File: config.mk
export PLATFORM = sky130hd
export DESIGN_NAME = triple_sampler
export DESIGN_NICKNAME = d
export VERILOG_FILES = /design/src/rtl/triple_sampler.sv
export SDC_FILE = /design/constraint.sdc
export NUM_CORES = 1
export LEC_CHECK = 0
export CAP_MARGIN = 20
export CORE_MARGIN = 2
export CORE_UTILIZATION = 39
export CTS_BUF_LIST = sky130_fd_sc_hd__clkbuf_8
export DETAILED_ROUTE_END_ITERATION = 6
export MAX_ROUTING_LAYER = met4
export PLACE_DENSITY_LB_ADDON = 0.12
export REMOVE_ABC_BUFFERS = 1
export SLEW_MARGIN = 20
export SYNTH_ARGS = -nofsm -noshare
export SYNTH_HDL_FRONTEND = slang
export SYNTH_SLANG_ARGS = --single-unit
File: constraint.sdc
create_clock -name clk -period 2.05 [get_ports clk]
set_input_delay 0.41 -clock clk [delete_from_list [all_inputs] [get_ports clk]]
set_output_delay 0.41 -clock clk [all_outputs]
set_load 0.02 [all_outputs]
File: src/rtl/triple_sampler.sv
// Serial front-end for the 3-bit majority voter: samples din on prescaled ticks,
// packs three samples into A and offers them downstream over a valid/ready handshake.
module triple_sampler #(
    parameter int DIV   = 4,
    parameter int CNT_W = 8
) (
    input  logic             clk,
    input  logic             reset,
    input  logic             en,
    input  logic             din,
    input  logic             a_ready,
    output logic [2:0]       A,
    output logic             a_valid,
    output logic             busy,
    output logic [CNT_W-1:0] ovf_cnt
);

    localparam int              PC_W    = (DIV > 1) ? $clog2(DIV) : 1;
    localparam logic [PC_W-1:0] PC_LAST = PC_W'(DIV - 1);
    localparam logic [CNT_W-1:0] OVF_MAX = {CNT_W{1'b1}};

    logic [PC_W-1:0]  pc_q, pc_d;
    logic [1:0]       n_q, n_d;
    logic [1:0]       sh_q, sh_d;
    logic [2:0]       a_q, a_d;
    logic             a_valid_q, a_valid_d;
    logic             busy_q, busy_d;
    logic [CNT_W-1:0] ovf_q, ovf_d;

    logic             tick_s;
    logic             complete_s;
    logic             slot_free_s;
    logic [2:0]       triple_s;

    // Prescaler, sample collection and tick generation.
    always_comb begin
        pc_d       = pc_q;
        n_d        = n_q;
        sh_d       = sh_q;
        tick_s     = 1'b0;
        complete_s = 1'b0;
        triple_s   = {sh_q, din};
        if (!en) begin
            pc_d = {PC_W{1'b0}};
            n_d  = 2'd0;
            sh_d = 2'b00;
        end else begin
            tick_s = (pc_q == PC_LAST);
            if (tick_s) begin
                pc_d = {PC_W{1'b0}};
            end else begin
                pc_d = pc_q + PC_W'(1);
            end
            if (tick_s) begin
                case (n_q)
                    2'd0, 2'd1: begin
                        sh_d = {sh_q[0], din};
                        n_d  = n_q + 2'd1;
                    end
                    2'd2: begin
                        complete_s = 1'b1;
                        n_d        = 2'd0;
                        sh_d       = 2'b00;
                    end
                    default: begin
                        n_d  = 2'd0;
                        sh_d = 2'b00;
                    end
                endcase
            end else begin
                n_d  = n_q;
                sh_d = sh_q;
            end
        end
        busy_d = (n_d != 2'd0);
    end

    // Output slot handshake and saturating drop counter.
    always_comb begin
        a_d         = a_q;
        a_valid_d   = a_valid_q;
        ovf_d       = ovf_q;
        slot_free_s = !a_valid_q || a_ready;
        if (complete_s) begin
            if (slot_free_s) begin
                a_d       = triple_s;
                a_valid_d = 1'b1;
            end else if (ovf_q != OVF_MAX) begin
                ovf_d = ovf_q + CNT_W'(1);
            end else begin
                ovf_d = ovf_q;
            end
        end else if (a_valid_q && a_ready) begin
            a_valid_d = 1'b0;
        end else begin
            a_valid_d = a_valid_q;
        end
    end

    // State registers.
    always_ff @(posedge clk or posedge reset) begin
        if (reset) begin
            pc_q      <= {PC_W{1'b0}};
            n_q       <= 2'd0;
            sh_q      <= 2'b00;
            a_q       <= 3'b000;
            a_valid_q <= 1'b0;
            busy_q    <= 1'b0;
            ovf_q     <= {CNT_W{1'b0}};
        end else begin
            pc_q      <= pc_d;
            n_q       <= n_d;
            sh_q      <= sh_d;
            a_q       <= a_d;
            a_valid_q <= a_valid_d;
            busy_q    <= busy_d;
            ovf_q     <= ovf_d;
        end
    end

    assign A       = a_q;
    assign a_valid = a_valid_q;
    assign busy    = busy_q;
    assign ovf_cnt = ovf_q;

endmodule

==> results.ini <==
[global_route]
overflow = 0
grt_max_degree = 13
grt_pass1_wl_mm = 2.615
antenna_found_initial = 0
first_global_vias = 602
grt_use_total_pct = 13.89

[synthesis]
synth_fa_ha_area_share_pct = 2.833
synth_edf_count = 0
synthSimpleGateAreaFrac_pct = 26.06
synth_compound_area_share_pct = 3.258
synth_warnings = 0
yosysMostFrequentCell = dfrtp_1
synth_area_leader_cell = dfrtp_1
ys.flop_type = dfrtp_1
yosys.area_share.xor_xnor_pct = 3.966
ys_seq_area_share_pct = 53.82
ys_async_sr_fraction_pct = 100.0
synth.distinct_cells = 26
synth_area_leaders = dfrtp_1, mux2_2, xnor2_1
avgSynthCellArea_um2 = 12.44
yosys-top-cells-count = dfrtp_1, nor2b_1
synth_top_family_by_area = simple AND/OR/NAND/NOR gates
synth.area.mux_share_pct = 9.632
yosys.area.top_type_share_pct = 53.82
netlist_area_um2 = 883.3
netlist_instances = 71
ys_seq_elements = 19

[sta]
min_period_over_period_pct = 84.81
finalSetupViolCount = 0
rsz0062_at_grt = no
clock.fmax_mhz = 575.2
finalHoldViolations = 0
drv_slew = 0
fin_skew_ns = 0.001480
worst_pin_slew_ns = 0.3022
fin_setup_tns_ns = 0
period_minus_slack_ns = 1.739
max-slew-margin-rel_pct = 79.85

[placed_design]
dp_cells = 118
place.gp.congestion = 0.7700
place_area_um2 = 1104
port_buffers = 17
dp_hpwl_mm = 1.128

[drt]
wl_met3_um = 33
first_pass_iters = 3
vias = 598
met2_length_um = 737
wirelength_mm = 1.462
met1_length_um = 676
drcViolationCount = 0
highest_layer = met4
wl_per_cell_um = 11.98
antenna_left = 0
avgViaCountPerCell = 4.902
initialDrtViolationCount = 7

[pwr]
p_clk_share_pct = 36.0
p_seq_share_pct = 57.1
p_comb_share_pct = 6.9
ir_drop_mv = 0.4102
totalPowerFinal_mw = 0.6804
power_density_nw_per_um2 = 592.4
p_sw_mw = 0.1393
leakage_nw = 0.5410
intPower_mw = 0.5411
swShare_pct = 20.48

[setup_path]
crit_type = reg2out
critical_path.startpoint_type = flip-flop
critPathTopFamily = buffers and inverters
worstPathCellList = clkdlybuf4s50_1
crit_slowest_cell = clkdlybuf4s50_1
worstPathMaxFanout = 7
startpoint = ovf_cnt[2]
crit_buf_inv = 1
end_kind = primary output
crit_arrival_ns = 1.33
crit_required_ns = 1.64
critPathMaxStageDelay_ns = 0.64
reg2reg_from = pc_q[0]

[clock_network]
cts_tree = built
ctsResizeCount = 0
post-cts-setup-buffers = 0
clkSinkCount = 19
htree_levels = 1
cts_hold_buf = 0
clock_latency_ns = 0.25
path_clk_slew_ns = 0.07
clockRootBuffer = clkbuf_8
cts_buffer_depth = 2
cts_made_buffers = 3

[worst_hold_path]
hold_class = in2async

[outcome]
status = finished clean

[die]
fp.dieH_um = 51.59
io_pins = 18
core-area_um2 = 2170
die_x_um = 51.59
initial_core_util_pct = 40.72
rows = 17
die-area_um2 = 2662

[job]
cap_violations = 0

[finish]
drive_above_1_share_pct = 18.09
fin_nets = 102
syn2layout_area_growth_pct = 30.03
stdcell_count = 122
diodes = 0
fin_area_um2 = 1149

==> routing by layer <==
metal  vias up  global-route usage (%)
met5         -                       -
met4         0                   7.895
met3         2                   2.586
met2         9                   22.86
met1       292                   15.93
li1        295                       -
==> power groups by stage <==
stage / registers (mW) / clock network (mW) / logic (mW)
floorplan: 0.397 / 0 / 0.0242
global placement: 0.395 / 0 / 0.0470
detailed placement: 0.396 / 0 / 0.0477
CTS: 0.389 / 0.253 / 0.0478
global route: 0.389 / 0.269 / 0.0519
finish: 0.388 / 0.245 / 0.0470
==> cell families after synthesis <==
logic type	after synthesis
buf+inv	1
compound gates	5
fa+ha+maj	2
xor+xnor	4
mux	7
simple gates	33
flops	19
==> flip-flops by register name, summed over array words and instances, names as in the netlist <==
register  count
pc_q          2
busy          1
sh_q          2
A             3
ovf_cnt       8
n_q           2
a_valid       1
==> placed cells by master, fill, tap and decap left out <==
master           count
nand2b_1             2
and4_1               1
xnor2_1              4
nand4_1              1
nand3_2              1
a21oi_1              4
a41oi_1              1
nor2_4               1
clkdlybuf4s50_1     17
and3_1               3
ha_1                 2
or2_2                1
nand2_2              1
mux2_4               2
buf_4                2
nor2b_1              5
dfrtp_1             19
nor4_2               1
clkbuf_8             3
mux2_2               4
inv_1                2
nand2_1              4
nor3b_1              1
nor2_1               1
nand3_1              4
and2_1               1
mux2i_1              1
nand4b_4             1
and2b_1              4
==> cell type report <==
cell class                 count  area [µm²]
fill                         206        1021
sequential                    19       475.5
multi-input combinational     51       404.1
timing repair buffer          19       185.2
clock buffer                   3       41.29
tap                           28       35.03
clock inverter                 1       3.754
inverter                       1       3.754
==> final timing paths <==
check | endpoint | slack [ns] | cells after the start
max reg2reg | ovf_cnt[6] | 0.43 | 4
min in group clk | pc_q[0] | 0.44 | 1
min reg2reg | pc_q[0] | 0.44 | 1
max in group asynchronous | sh_q[1] | 1.20 | 3
max | ovf_cnt[2] | 0.31 | 1
min | ovf_cnt[0] | 0.39 | 2
==> through the flow <==
stage	worst slack, ns	hold WS (ns)	utilization, %
after floorplan	0.5565	0.3611	-
after CTS	0.3068	0.4007	52.94
after global routing	0.2655	0.4346	52.94
final	0.3114	0.3926	52.94
after global placement	0.2059	0.4306	50.87
after detailed placement	0.1834	0.4362	50.87
Power figures use the tool's default switching activity.
